`src/rtl/dfs_cfg_sequencer.sv`:
```
// Replays the DFS configuration ROM entry list for one operating point as MMCM DRP writes,
// holding the MMCM in reset during the writes and then waiting for lock.
module dfs_cfg_sequencer #(
  parameter int ADDR_WIDTH   = 10,
  parameter int IDX_WIDTH    = 6,
  parameter int STEP_BITS    = 4,
  parameter int DRDY_TIMEOUT = 64,
  parameter int LOCK_TIMEOUT = 4096
) (
  input  logic                  clk,
  input  logic                  reset,
  input  logic                  req_valid,
  output logic                  req_ready,
  input  logic [IDX_WIDTH-1:0]  req_idx,
  output logic [ADDR_WIDTH-1:0] rom_addr,
  output logic                  rom_en,
  input  logic [35:0]           rom_data,
  output logic                  drp_den,
  output logic                  drp_dwe,
  output logic [6:0]            drp_daddr,
  output logic [15:0]           drp_di,
  input  logic                  drp_drdy,
  output logic                  mmcm_rst,
  input  logic                  mmcm_locked,
  output logic                  busy,
  output logic                  done,
  output logic                  error
);

  localparam int CNT_MAX = (LOCK_TIMEOUT > DRDY_TIMEOUT) ? LOCK_TIMEOUT : DRDY_TIMEOUT;
  localparam int CNT_W   = $clog2(CNT_MAX) + 1;

  localparam logic [CNT_W-1:0]     CNT_ONE   = CNT_W'(1);
  localparam logic [CNT_W-1:0]     DRDY_LOAD = CNT_W'(DRDY_TIMEOUT - 1);
  localparam logic [CNT_W-1:0]     LOCK_LOAD = CNT_W'(LOCK_TIMEOUT - 1);
  localparam logic [STEP_BITS-1:0] STEP_ONE  = STEP_BITS'(1);
  localparam logic [STEP_BITS-1:0] STEP_LAST = '1;

  typedef enum logic [2:0] {
    S_IDLE,
    S_ROM_RD,
    S_ROM_WAIT,
    S_DRP_WR,
    S_DRP_WAIT,
    S_NEXT,
    S_LOCK_WAIT,
    S_DONE
  } state_t;

  state_t                state_q, state_d;
  logic [IDX_WIDTH-1:0]  idx_q, idx_d;
  logic [STEP_BITS-1:0]  step_q, step_d;
  logic [CNT_W-1:0]      cnt_q, cnt_d;
  logic                  last_q, last_d;
  logic [6:0]            daddr_q, daddr_d;
  logic [15:0]           di_q, di_d;
  logic                  rst_q, rst_d;
  logic                  err_q, err_d;
  logic                  first_q, first_d;

  // Bits of the ROM word that carry no meaning for the DRP replay.
  logic rom_unused_bits;
  assign rom_unused_bits = ^rom_data[34:23];

  always_ff @(posedge clk) begin
    if (reset) begin
      state_q <= S_IDLE;
      idx_q   <= '0;
      step_q  <= '0;
      cnt_q   <= '0;
      last_q  <= 1'b0;
      daddr_q <= '0;
      di_q    <= '0;
      rst_q   <= 1'b0;
      err_q   <= 1'b0;
      first_q <= 1'b0;
    end else begin
      state_q <= state_d;
      idx_q   <= idx_d;
      step_q  <= step_d;
      cnt_q   <= cnt_d;
      last_q  <= last_d;
      daddr_q <= daddr_d;
      di_q    <= di_d;
      rst_q   <= rst_d;
      err_q   <= err_d;
      first_q <= first_d;
    end
  end

  always_comb begin
    state_d = state_q;
    idx_d   = idx_q;
    step_d  = step_q;
    cnt_d   = cnt_q;
    last_d  = last_q;
    daddr_d = daddr_q;
    di_d    = di_q;
    rst_d   = rst_q;
    err_d   = err_q;
    first_d = first_q;

    case (state_q)
      S_IDLE: begin
        if (req_valid) begin
          idx_d   = req_idx;
          step_d  = '0;
          err_d   = 1'b0;
          rst_d   = 1'b1;
          state_d = S_ROM_RD;
        end
      end
      S_ROM_RD: state_d = S_ROM_WAIT;
      S_ROM_WAIT: begin
        last_d  = rom_data[35];
        daddr_d = rom_data[22:16];
        di_d    = rom_data[15:0];
        state_d = S_DRP_WR;
      end
      S_DRP_WR: begin
        cnt_d   = DRDY_LOAD;
        state_d = S_DRP_WAIT;
      end
      S_DRP_WAIT: begin
        if (drp_drdy) begin
          if (last_q) begin
            rst_d   = 1'b0;
            cnt_d   = LOCK_LOAD;
            first_d = 1'b1;
            state_d = S_LOCK_WAIT;
          end else begin
            state_d = S_NEXT;
          end
        end else if (cnt_q == '0) begin
          err_d   = 1'b1;
          rst_d   = 1'b0;
          state_d = S_DONE;
        end else begin
          cnt_d = cnt_q - CNT_ONE;
        end
      end
      // Running off the end of an index's slot is an error rather than a wrap into the next index.
      S_NEXT: begin
        if (step_q == STEP_LAST) begin
          err_d   = 1'b1;
          rst_d   = 1'b0;
          cnt_d   = LOCK_LOAD;
          first_d = 1'b1;
          state_d = S_LOCK_WAIT;
        end else begin
          step_d  = step_q + STEP_ONE;
          state_d = S_ROM_RD;
        end
      end
      // The first cycle after reset release is skipped so a stale lock is never taken.
      S_LOCK_WAIT: begin
        if (first_q) begin
          first_d = 1'b0;
          cnt_d   = cnt_q - CNT_ONE;
        end else if (mmcm_locked) begin
          state_d = S_DONE;
        end else if (cnt_q == '0) begin
          err_d   = 1'b1;
          state_d = S_DONE;
        end else begin
          cnt_d = cnt_q - CNT_ONE;
        end
      end
      S_DONE:  state_d = S_IDLE;
      default: state_d = S_IDLE;
    endcase
  end

  assign req_ready = (state_q == S_IDLE) && !reset;
  assign busy      = (state_q != S_IDLE);
  assign done      = (state_q == S_DONE);
  assign rom_en    = (state_q == S_ROM_RD);
  assign rom_addr  = {idx_q, step_q};
  assign drp_den   = (state_q == S_DRP_WR);
  assign drp_dwe   = (state_q == S_DRP_WR);
  assign drp_daddr = daddr_q;
  assign drp_di    = di_q;
  assign mmcm_rst  = rst_q;
  assign error     = err_q;

endmodule
```
`config.mk`:
```
export PLATFORM = sky130hd
export DESIGN_NAME = dfs_cfg_sequencer
export DESIGN_NICKNAME = d
export VERILOG_FILES = /design/src/rtl/dfs_cfg_sequencer.sv
export SDC_FILE = /design/constraint.sdc
export NUM_CORES = 1
export LEC_CHECK = 0
export BUFFER_PORTS_ARGS = -buffer_cell sky130_fd_sc_hd__buf_2
export CAP_MARGIN = 10
export CORE_MARGIN = 3
export CORE_UTILIZATION = 35
export DETAILED_ROUTE_END_ITERATION = 8
export PLACE_DENSITY = 0.59
export SYNTH_ARGS = -nofsm -noshare
export SYNTH_HDL_FRONTEND = slang
export SYNTH_SLANG_ARGS = --single-unit
```
`constraint.sdc`:
```
create_clock -name clk -period 2.56 [get_ports clk]
set_input_delay 0.64 -clock clk [delete_from_list [all_inputs] [get_ports clk]]
set_output_delay 0.64 -clock clk [all_outputs]
set_load 0.005 [all_outputs]
```
-- Word-level counts from Yosys, hierarchy flattened
Cells that the tools add are included.
- flip-flop bits (word level): 53
- input port bits: 47
- output and inout bits: 41
- logic and storage cells: 82
- add/sub/neg operators: 2
- equal/unequal tests: 19
- mux-type cells: 34
- reduce and logical (&&, ||, !) cells: 17
- operator list (cell ; count):
    2-to-1 mux 13 bit ; 6
    case mux 13 bit (4 select lines) ; 1
    case mux 3 bit (8 select lines) ; 1
    2-to-1 mux 3 bit ; 6
    != test 2 bit (second input constant) ; 8
    logical NOT 13 bit ; 1
    2-to-1 mux 1 bit ; 13
    subtractor 13 x 1 -> 13 bit (second input constant) ; 1
    equality test 3 bit (second input constant) ; 4
    != test 3 bit (second input constant) ; 3
    nonzero test 3 bit ; 3
    2-to-1 mux 4 bit ; 2
    case mux 4 bit (2 select lines) ; 1
    AND reduction 4 bit ; 2
    nonzero test 4 bit ; 2
    equality test 3 x 2 -> 1 bit (second input constant) ; 2
    case mux 1 bit (3 select lines) ; 2
    AND reduction 6 bit ; 1
    AND reduction 5 bit ; 1
    adder 4 x 1 -> 4 bit (second input constant) ; 1
    equality test 4 bit (second input constant) ; 1
    case mux 1 bit (4 select lines) ; 1
    AND reduction 2 bit ; 2
    equality test 3 x 1 -> 1 bit (second input constant) ; 1
    6 further kinds ; 6

-- Depth between registers and ports, before layout
Gate-level depths: netlist (run 1).
- word-level depth: 5
- gate-level depth with buffers: 7
- mapped depth without buffers: 7

-- Least setup slack after synthesis (run 1)
No wires, ideal clock.
- path type: input to output
- start point: input reset
- end point: output req_ready
- arrival: 1297 ps
- required time: 1920 ps
- setup slack: 623 ps
- cell stages on the path: 3
- path buffers: 2
- cells stage by stage: clkbuf_1 buf_1 nor2_1
- word-level cells in the longest chain between the ends: 2
- ends and longest elaborated chain (item ; RTL line ; source):
    start, declared ; 11 ; input logic reset,
    logical NOT 1 bit ; 174 ; assign req_ready = (state_q == S_IDLE) && !reset;
    logical AND 1 bit ; 174 ;
    end, declared ; 13 ; output logic req_ready,
Every way passes these cells.

-- Worst setup path after layout (run 1)
- start point: register state_q[0]
- end point: output drp_den
- word-level cells in the longest chain between the ends: 1
- ends and longest elaborated chain (item ; RTL line ; source):
    start, declared ; 50 ; state_t state_q, state_d;
    start signal, assigned ; 78 ; state_q <= state_d;
    equality test 3 x 2 -> 1 bit ; 179 ; assign drp_den = (state_q == S_DRP_WR);
    end, declared ; 18 ; output logic drp_den,
Every way passes these cells.

==> results of run 1 <==
[routing by layer]
metal  routed length (um)  part of all wire (%)  vias to the layer above
li1                     -                     -                     1382
met1                 3190                    45                     1221
met2                 3300                    46                       95
met3                  524                   7.3                       15
met4                  130                   1.8                        0
met5                    0                     0                        -
[per-stage QoR]
stage          instances  hold WS, ns  power, W
4_1_cts              517        0.461   0.00205
5_1_grt              517        0.481   0.00217
2_1_floorplan        345        0.450   0.00134
3_5_place_dp         509        0.445   0.00155
3_3_place_gp         509        0.439   0.00155
6_report             517        0.456   0.00203
[registers in the layout, indices dropped and copies added (netlist names)]
| register | cells |
|---|---|
| drp_di | 16 |
| cnt_q | 13 |
| drp_daddr | 7 |
| idx_q | 6 |
| step_q | 4 |
| state_q | 3 |
| error | 1 |
| first_q | 1 |
| last_q | 1 |
| mmcm_rst | 1 |
[worst max-delay path: stages (launching register included)]
cell and delay, ns:
dfxtp_1 0.63, nand2_1 0.12, or2_1 0.28, inv_1 0.13
buf_2 0.13
[worst max path at each step]
stage,from,to,slack [ns],depth (start not counted)
2_1_floorplan,reset,req_ready,0.62,3
3_5_place_dp,drp_drdy,cnt_q[10],0.40,6
6_report,state_q[0],drp_den,0.32,4
4_1_cts,state_q[0],drp_den,0.33,4
5_1_grt,state_q[0],drp_den,0.23,4
3_3_place_gp,drp_drdy,cnt_q[10],0.41,6
[cell type report]
class / instances / area (um2)
fillers: 801 / 4050
multi-input cells: 261 / 1470
flip-flops and latches: 53 / 1060
repair buffers: 85 / 450
well taps: 99 / 124
clock buffers: 5 / 68.8
inverters: 11 / 41.3
clock inverters: 3 / 25.0
[cells in the final DEF (no fill, tap or decap), types with 2 or more instances in the layout]
cell type / count
and4b_1: 2
nand4_1: 3
buf_2: 75
o221ai_1: 2
nand2b_1: 4
nand3b_1: 3
a21oi_1: 47
nor2_1: 20
dfxtp_1: 53
a32o_1: 4
or4b_1: 2
a31oi_1: 4
and3_1: 3
or3_1: 2
nand2_1: 77
a211oi_1: 4
nor3_1: 12
o311ai_1: 2
a221oi_1: 2
o21ai_1: 3
nor2b_1: 3
o21ai_0: 18
inv_1: 11
nand3_1: 6
o31ai_1: 5
clkbuf_8: 5
buf_4: 10
ha_1: 3
nor4_1: 2
o22ai_1: 2
[power by group through the flow]
stage          registers [W]  clock network [W]  logic [W]
3_5_place_dp        0.000967                  0   0.000587
3_3_place_gp        0.000966                  0   0.000584
5_1_grt             0.000961           0.000546   0.000663
4_1_cts             0.000949           0.000514   0.000589
6_report            0.000949           0.000498   0.000586
2_1_floorplan       0.000951                  0   0.000393
[synthesized netlist by cell type (4+ instances only)]
cell type | number | share of area (%)
nand2_1 | 77 | 11
dfxtp_1 | 53 | 40
a21oi_1 | 47 | 8.9
nor2_1 | 20 | 2.8
o21ai_0 | 18 | 3.4
clkbuf_1 | 15 | 2.1
nor3_1 | 12 | 2.3
inv_1 | 11 | 1.6
nand3_1 | 6 | 1.1
o31ai_1 | 5 | 1.4
a211oi_1 | 4 | 1.1
a31oi_1 | 4 | 0.94
a32o_1 | 4 | 1.5
nand2b_1 | 4 | 0.94
[logic make-up (layout without fill, tap and decap cells)]
group	count (synthesis)	count (layout)	synth area share [%]
buf+inv	31	104	4.72
simple gates	151	151	27.7
compound gates	107	107	26.1
fa+ha+maj	3	3	1.42
flops	53	53	40.1
==> results.sh, run 1 <==
export IMPL_rrSetupSlack_ns=0.45
export IMPL_yosys_warnings=0
export IMPL_swShare_pct=34.6
export IMPL_ys_flop_type="dfxtp_1"
export IMPL_fin_crit_sh_pct=87.5
export IMPL_peakVddDrop_uv=256
export IMPL_synth_yosys_seq_area_share_pct=40.1
export IMPL_place_ws_ns=0.397
export IMPL_fmax_ghz=0.446
export IMPL_drt_wl_total_um=7140
export IMPL_hold_end="drp_di[13]"
export IMPL_grt_util_met3_pct=4.51
export IMPL_cp_start_kind="flop"
export IMPL_clock_latency_ns=0.31
export IMPL_area_delta_synth_final_pct=22.2
export IMPL_hold_viol=0
export IMPL_ctsResizeCount=0
export IMPL_viasPerCell=5.25
export IMPL_drive_above_1_share_pct=24.6
export IMPL_r2r_start="step_q[0]"
export IMPL_grt_pass1_vias=2697
export IMPL_fin_area_um2=3240
export IMPL_drtIter0Drc=163
export IMPL_worstPathMaxFanout=15
export IMPL_relSlewSlack_pct=53.5
export IMPL_portBuffers=75
export IMPL_synth_seq_cells=53
export IMPL_setup_ws_ns=0.319
export IMPL_root_buffer="clkbuf_8"
export IMPL_synth_edf_count=0
export IMPL_core_area_um2=7290
export IMPL_use_met1_pct=21.9
export IMPL_min_period_ns=2.24
export IMPL_htreeDepth=2
export IMPL_cts_sinks=53
export IMPL_synth_area_per_cell_um2=7.68
export IMPL_routabilityCongestion=0.832
export IMPL_worstMarginPinSlew_ns=0.690
export IMPL_wl_per_cell_um=13.8
export IMPL_grt_max_degree=31
export IMPL_setup_tns_ns=0
export IMPL_reg2reg_to="cnt_q[10]"
export IMPL_holdCritPathClass="flop to flop"
export IMPL_switching_power_w=0.000704
export IMPL_critical_path_arrival_ns=1.60
export IMPL_comb_power_share_pct=28.8
export IMPL_antenna_left=0
export IMPL_vias=2713
export IMPL_gr_usage_all_layers_pct=17.2
export IMPL_grt_overflow=0
export IMPL_netlist_area_um2=2650
export IMPL_leakagePower_nw=1.34
export IMPL_cts_tree="done"
export IMPL_ctsHoldBuffers=0
export IMPL_internal_power_w=0.00133
export IMPL_first_pass_iters=5
export IMPL_dieArea_um2=8650
export IMPL_p_clk_share_pct=24.5
export IMPL_place_area_um2=3140
export IMPL_synth_cells=345
export IMPL_maxCapViolations=0
export IMPL_chipWidth_um=93.0
export IMPL_rsz0062_at_grt="false"
export IMPL_power_frac_seq_pct=46.7
export IMPL_reg2reg_depth=6
export IMPL_pin_count=88
export IMPL_slew_viol_final=0
export IMPL_antenna_cells=0
export IMPL_post_dp_hpwl_um=5190
export IMPL_synth_cell_types=56
export IMPL_numCtsBuffers=5
export IMPL_critical_path_required_ns=1.92
export IMPL_synth_nets=395
export IMPL_drc=0
export IMPL_path_class="flop to output pin"
export IMPL_synth_async_reset_ratio_pct=0
export IMPL_clock_skew_ns=0.0142
export IMPL_postCtsSetupRepairBufs=0
export IMPL_grt_pass1_wl_um=12300
export IMPL_grt_antenna_before_repair=0
export IMPL_powerDensity_nw_per_um2=628
export IMPL_die_h_um=93.0
export IMPL_crit_path_end_kind="output pin"
export IMPL_top_usage_layer="met2"
export IMPL_status="finished clean"
export IMPL_final_util_pct=44.4
export IMPL_met2_usage_pct=28.3
export IMPL_start_util_pct=36.3
export IMPL_holdPathStages=2
export IMPL_clock_path_buffers=2
export IMPL_setup_violations=0
export IMPL_clkTransAtPathRegs_ns=0.11
export IMPL_num_rows=31
export IMPL_final_nets=467
export IMPL_hold_start="drp_di[13]"
(Power assumes the default switching activity.)
==> run 2, diff against run 1 <==
--- a/config.mk
+++ b/config.mk
@@ -5,11 +5,13 @@
 export SDC_FILE = /design/constraint.sdc
 export NUM_CORES = 1
 export LEC_CHECK = 0
+export ABC_AREA = 1
 export BUFFER_PORTS_ARGS = -buffer_cell sky130_fd_sc_hd__buf_2
 export CAP_MARGIN = 10
 export CORE_MARGIN = 3
 export CORE_UTILIZATION = 35
 export DETAILED_ROUTE_END_ITERATION = 8
+export MAX_ROUTING_LAYER = met4
 export PLACE_DENSITY = 0.59
 export SYNTH_ARGS = -nofsm -noshare
 export SYNTH_HDL_FRONTEND = slang
==> constraint.sdc (replaced) <==
create_clock -name clk -period 2.56 [get_ports clk]
set_input_delay 0.64 -clock clk [delete_from_list [all_inputs] [get_ports clk]]
set_output_delay 0.64 -clock clk [all_outputs]
set_load 0.02 [all_outputs]
==> run 2 against run 1 <==
Hold slack got worse by 0.014 ns. Highest routed layer unchanged. Synthesized area rose by 1.9%. Flip-flop and latch count did not move. Critical path depth rose by 7. Core utilization rose by 0.26 points. Clock skew fell by 0.0051 ns. Die area rose by 1.8%. Clock-buffer cell count rose by 1. Global-route usage fell by 0.85 points. Final cell count rose by 13%.
==> results.sh, run 2 <==
export IMPL_cpPeakStageDelay_ns=0.42
export IMPL_critical_path_arrival_ns=2.16
export IMPL_swShare_pct=37.3
export IMPL_internal_power_w=0.00148
export IMPL_clock_path_buffers=2
export IMPL_min_period_ns=1.97
export IMPL_setup_tns_ns=0
export IMPL_root_buffer="clkbuf_8"
export IMPL_grt_pass1_wl_um=11500
export IMPL_comb_power_share_pct=34.7
export IMPL_grt_max_degree=49
export IMPL_start_util_pct=36.6
export IMPL_rsz0062_at_grt="false"
export IMPL_yosysMostFrequentCell="nand2_1"
export IMPL_cpMostUsedCell="nand2_2"
export IMPL_drive_above_1_share_pct=20.7
export IMPL_top_layer="met4"
export IMPL_pin_count=88
export IMPL_yosysTopAreaCellShare_pct=39.3
export IMPL_relSlewSlack_pct=73.7
export IMPL_cp_start_kind="flop"
export IMPL_gr_usage_all_layers_pct=16.4
export IMPL_htreeDepth=2
export IMPL_grt_overflow=0
export IMPL_clock_latency_ns=0.30
export IMPL_yosys_area_top_type="dfxtp_1"
export IMPL_crit_path_end_kind="flop"
export IMPL_hold_viol=0
export IMPL_whs_ns=0.442
export IMPL_setup_ws_ns=0.591
export IMPL_grt_antenna_before_repair=0
export IMPL_critical_path_required_ns=2.75
export IMPL_wl_met2_um=3170
export IMPL_setup_violations=0
export IMPL_ctsResizeCount=0
export IMPL_chipWidth_um=93.8
export IMPL_viasPerCell=4.72
export IMPL_clkTransAtPathRegs_ns=0.10
export IMPL_core_area_um2=7370
export IMPL_slew_viol_final=0
export IMPL_routabilityCongestion=0.920
export IMPL_cts_tree="done"
export IMPL_synth_edf_count=0
export IMPL_portBuffers=75
export IMPL_synth_seq_cells=53
export IMPL_antenna_cells=0
export IMPL_synth_area_per_cell_um2=6.57
export IMPL_synth_cell_types=32
export IMPL_ctsHoldBuffers=0
export IMPL_num_rows=31
export IMPL_crit_path_top_delay_cell="dfxtp_1"
export IMPL_area_delta_synth_final_pct=21.9
export IMPL_synth_yosys_seq_area_share_pct=39.3
export IMPL_p_clk_share_pct=24.0
export IMPL_ys_flop_type="dfxtp_1"
export IMPL_largest_reg_flops=16
export IMPL_worstMarginPinSlew_ns=0.391
export IMPL_first_pass_iters=4
export IMPL_synth_async_reset_ratio_pct=0
export IMPL_drt_wl_total_um=6840
export IMPL_post_dp_hpwl_um=5210
export IMPL_yosys_warnings=0
export IMPL_vias=2765
export IMPL_synth_nets=461
export IMPL_maxCapViolations=0
export IMPL_crit_chain="inv_2 > nand2_2 > inv_2 > nor2_2 > nand2_2 > nand2_2 > nor2_8 > o21ai_2 > o21ai_0 > a21oi_1 > nor2_1"
export IMPL_drc=0
export IMPL_die_h_um=93.8
export IMPL_powerDensity_nw_per_um2=720
export IMPL_fmax_ghz=0.508
export IMPL_status="finished clean"
export IMPL_holdCritPathClass="flop to flop"
export IMPL_path_class="flop to flop"
export IMPL_wl_met3_um=320
export IMPL_wl_per_cell_um=11.7
export IMPL_leakagePower_nw=1.65
export IMPL_worstPathMaxFanout=18
export IMPL_postCtsSetupRepairBufs=0
export IMPL_drtIter0Drc=126
export IMPL_numCtsBuffers=5
export IMPL_met1_length_um=3280
export IMPL_peakVddDrop_uv=333
export IMPL_switching_power_w=0.000884
export IMPL_synth_area_top_cells="dfxtp_1, nand2_1, inv_1"
export IMPL_place_ws_ns=0.649
export IMPL_fin_crit_sh_pct=76.9
export IMPL_layout_common_cells="nand2_1, buf_2, inv_1"
export IMPL_netlist_area_um2=2700
export IMPL_dieArea_um2=8800
export IMPL_synth_common_cells="nand2_1, inv_1, nor2_1"
export IMPL_clock_skew_ns=0.00910
export IMPL_cts_sinks=53
export IMPL_final_common_cell="nand2_1"
export IMPL_antenna_left=0
export IMPL_synth_cells=411
export IMPL_grt_pass1_vias=2566
export IMPL_power_frac_seq_pct=41.2
export IMPL_final_nets=536
## run 2: metrics by stage
step                total power, W  cells  util (%)  cell area (um2)
detailed placement         0.00182    578      43.2             3180
floorplan                  0.00158    411         -             2700
global route               0.00256    586      44.7             3290
global placement           0.00181    578      43.2             3180
finish                     0.00237    586      44.7             3290
CTS                        0.00240    586      44.7             3290
## run 2: worst max-delay path: cells and delay by family, from the launching register on
kind                   cells  cell delay [ns]
AND/OR/NAND/NOR            6             0.82
AO/OA/AOI/OAI              3             0.41
buffers and inverters      2             0.20
flip-flops                 1             0.42
## run 2: layout make-up
| type | count | area [um2] |
|---|---|---|
| Multi-Input combinational cell | 282 | 1340 |
| Sequential cell | 53 | 1060 |
| Clock buffer | 6 | 72.6 |
| Clock inverter | 2 | 38.8 |
| Tap cell | 99 | 124 |
| Inverter | 64 | 243 |
| Timing Repair Buffer | 80 | 413 |
| Fill cell | 819 | 4080 |
## run 2: logic make-up (layout without fill, tap and decap cells)
group / Yosys count / in the layout / share of synthesized area (%)
buffers and inverters: 76 / 152 / 11.1
DFF: 53 / 53 / 39.3
AOI/OAI and AO/OA: 95 / 95 / 18.4
and+or+nand+nor: 181 / 181 / 28.8
xor gates and xnor gates: 3 / 3 / 0.973
adders and majority gates: 3 / 3 / 1.39
## run 2: worst paths after layout
path                              startpoint           end  slack [ns]  cells after the start
worst max-delay path              state_q[0]      cnt_q[3]        0.59                     11
worst min-delay path            drp_daddr[2]  drp_daddr[2]        0.44                      2
worst max register to register    state_q[0]      cnt_q[3]        0.59                     11
worst min register to register  drp_daddr[2]  drp_daddr[2]        0.44                      2
## run 2: layer usage
metal | vias to the layer above | track usage (%)
met2 | 67 | 24.9
li1 | 1463 | -
met5 | - | -
met3 | 6 | 2.64
met4 | 0 | 5.29
met1 | 1229 | 22.3
## run 2: power groups by stage
| stage | registers, W | logic (W) | clock network, W |
|---|---|---|---|
| after detailed placement | 0.000994 | 0.000824 | 0 |
| after global placement | 0.000993 | 0.000820 | 0 |
| after global routing | 0.000992 | 0.000934 | 0.000631 |
| after floorplan | 0.00108 | 0.000505 | 0 |
| after CTS | 0.000977 | 0.000827 | 0.000600 |
| final | 0.000977 | 0.000823 | 0.000569 |
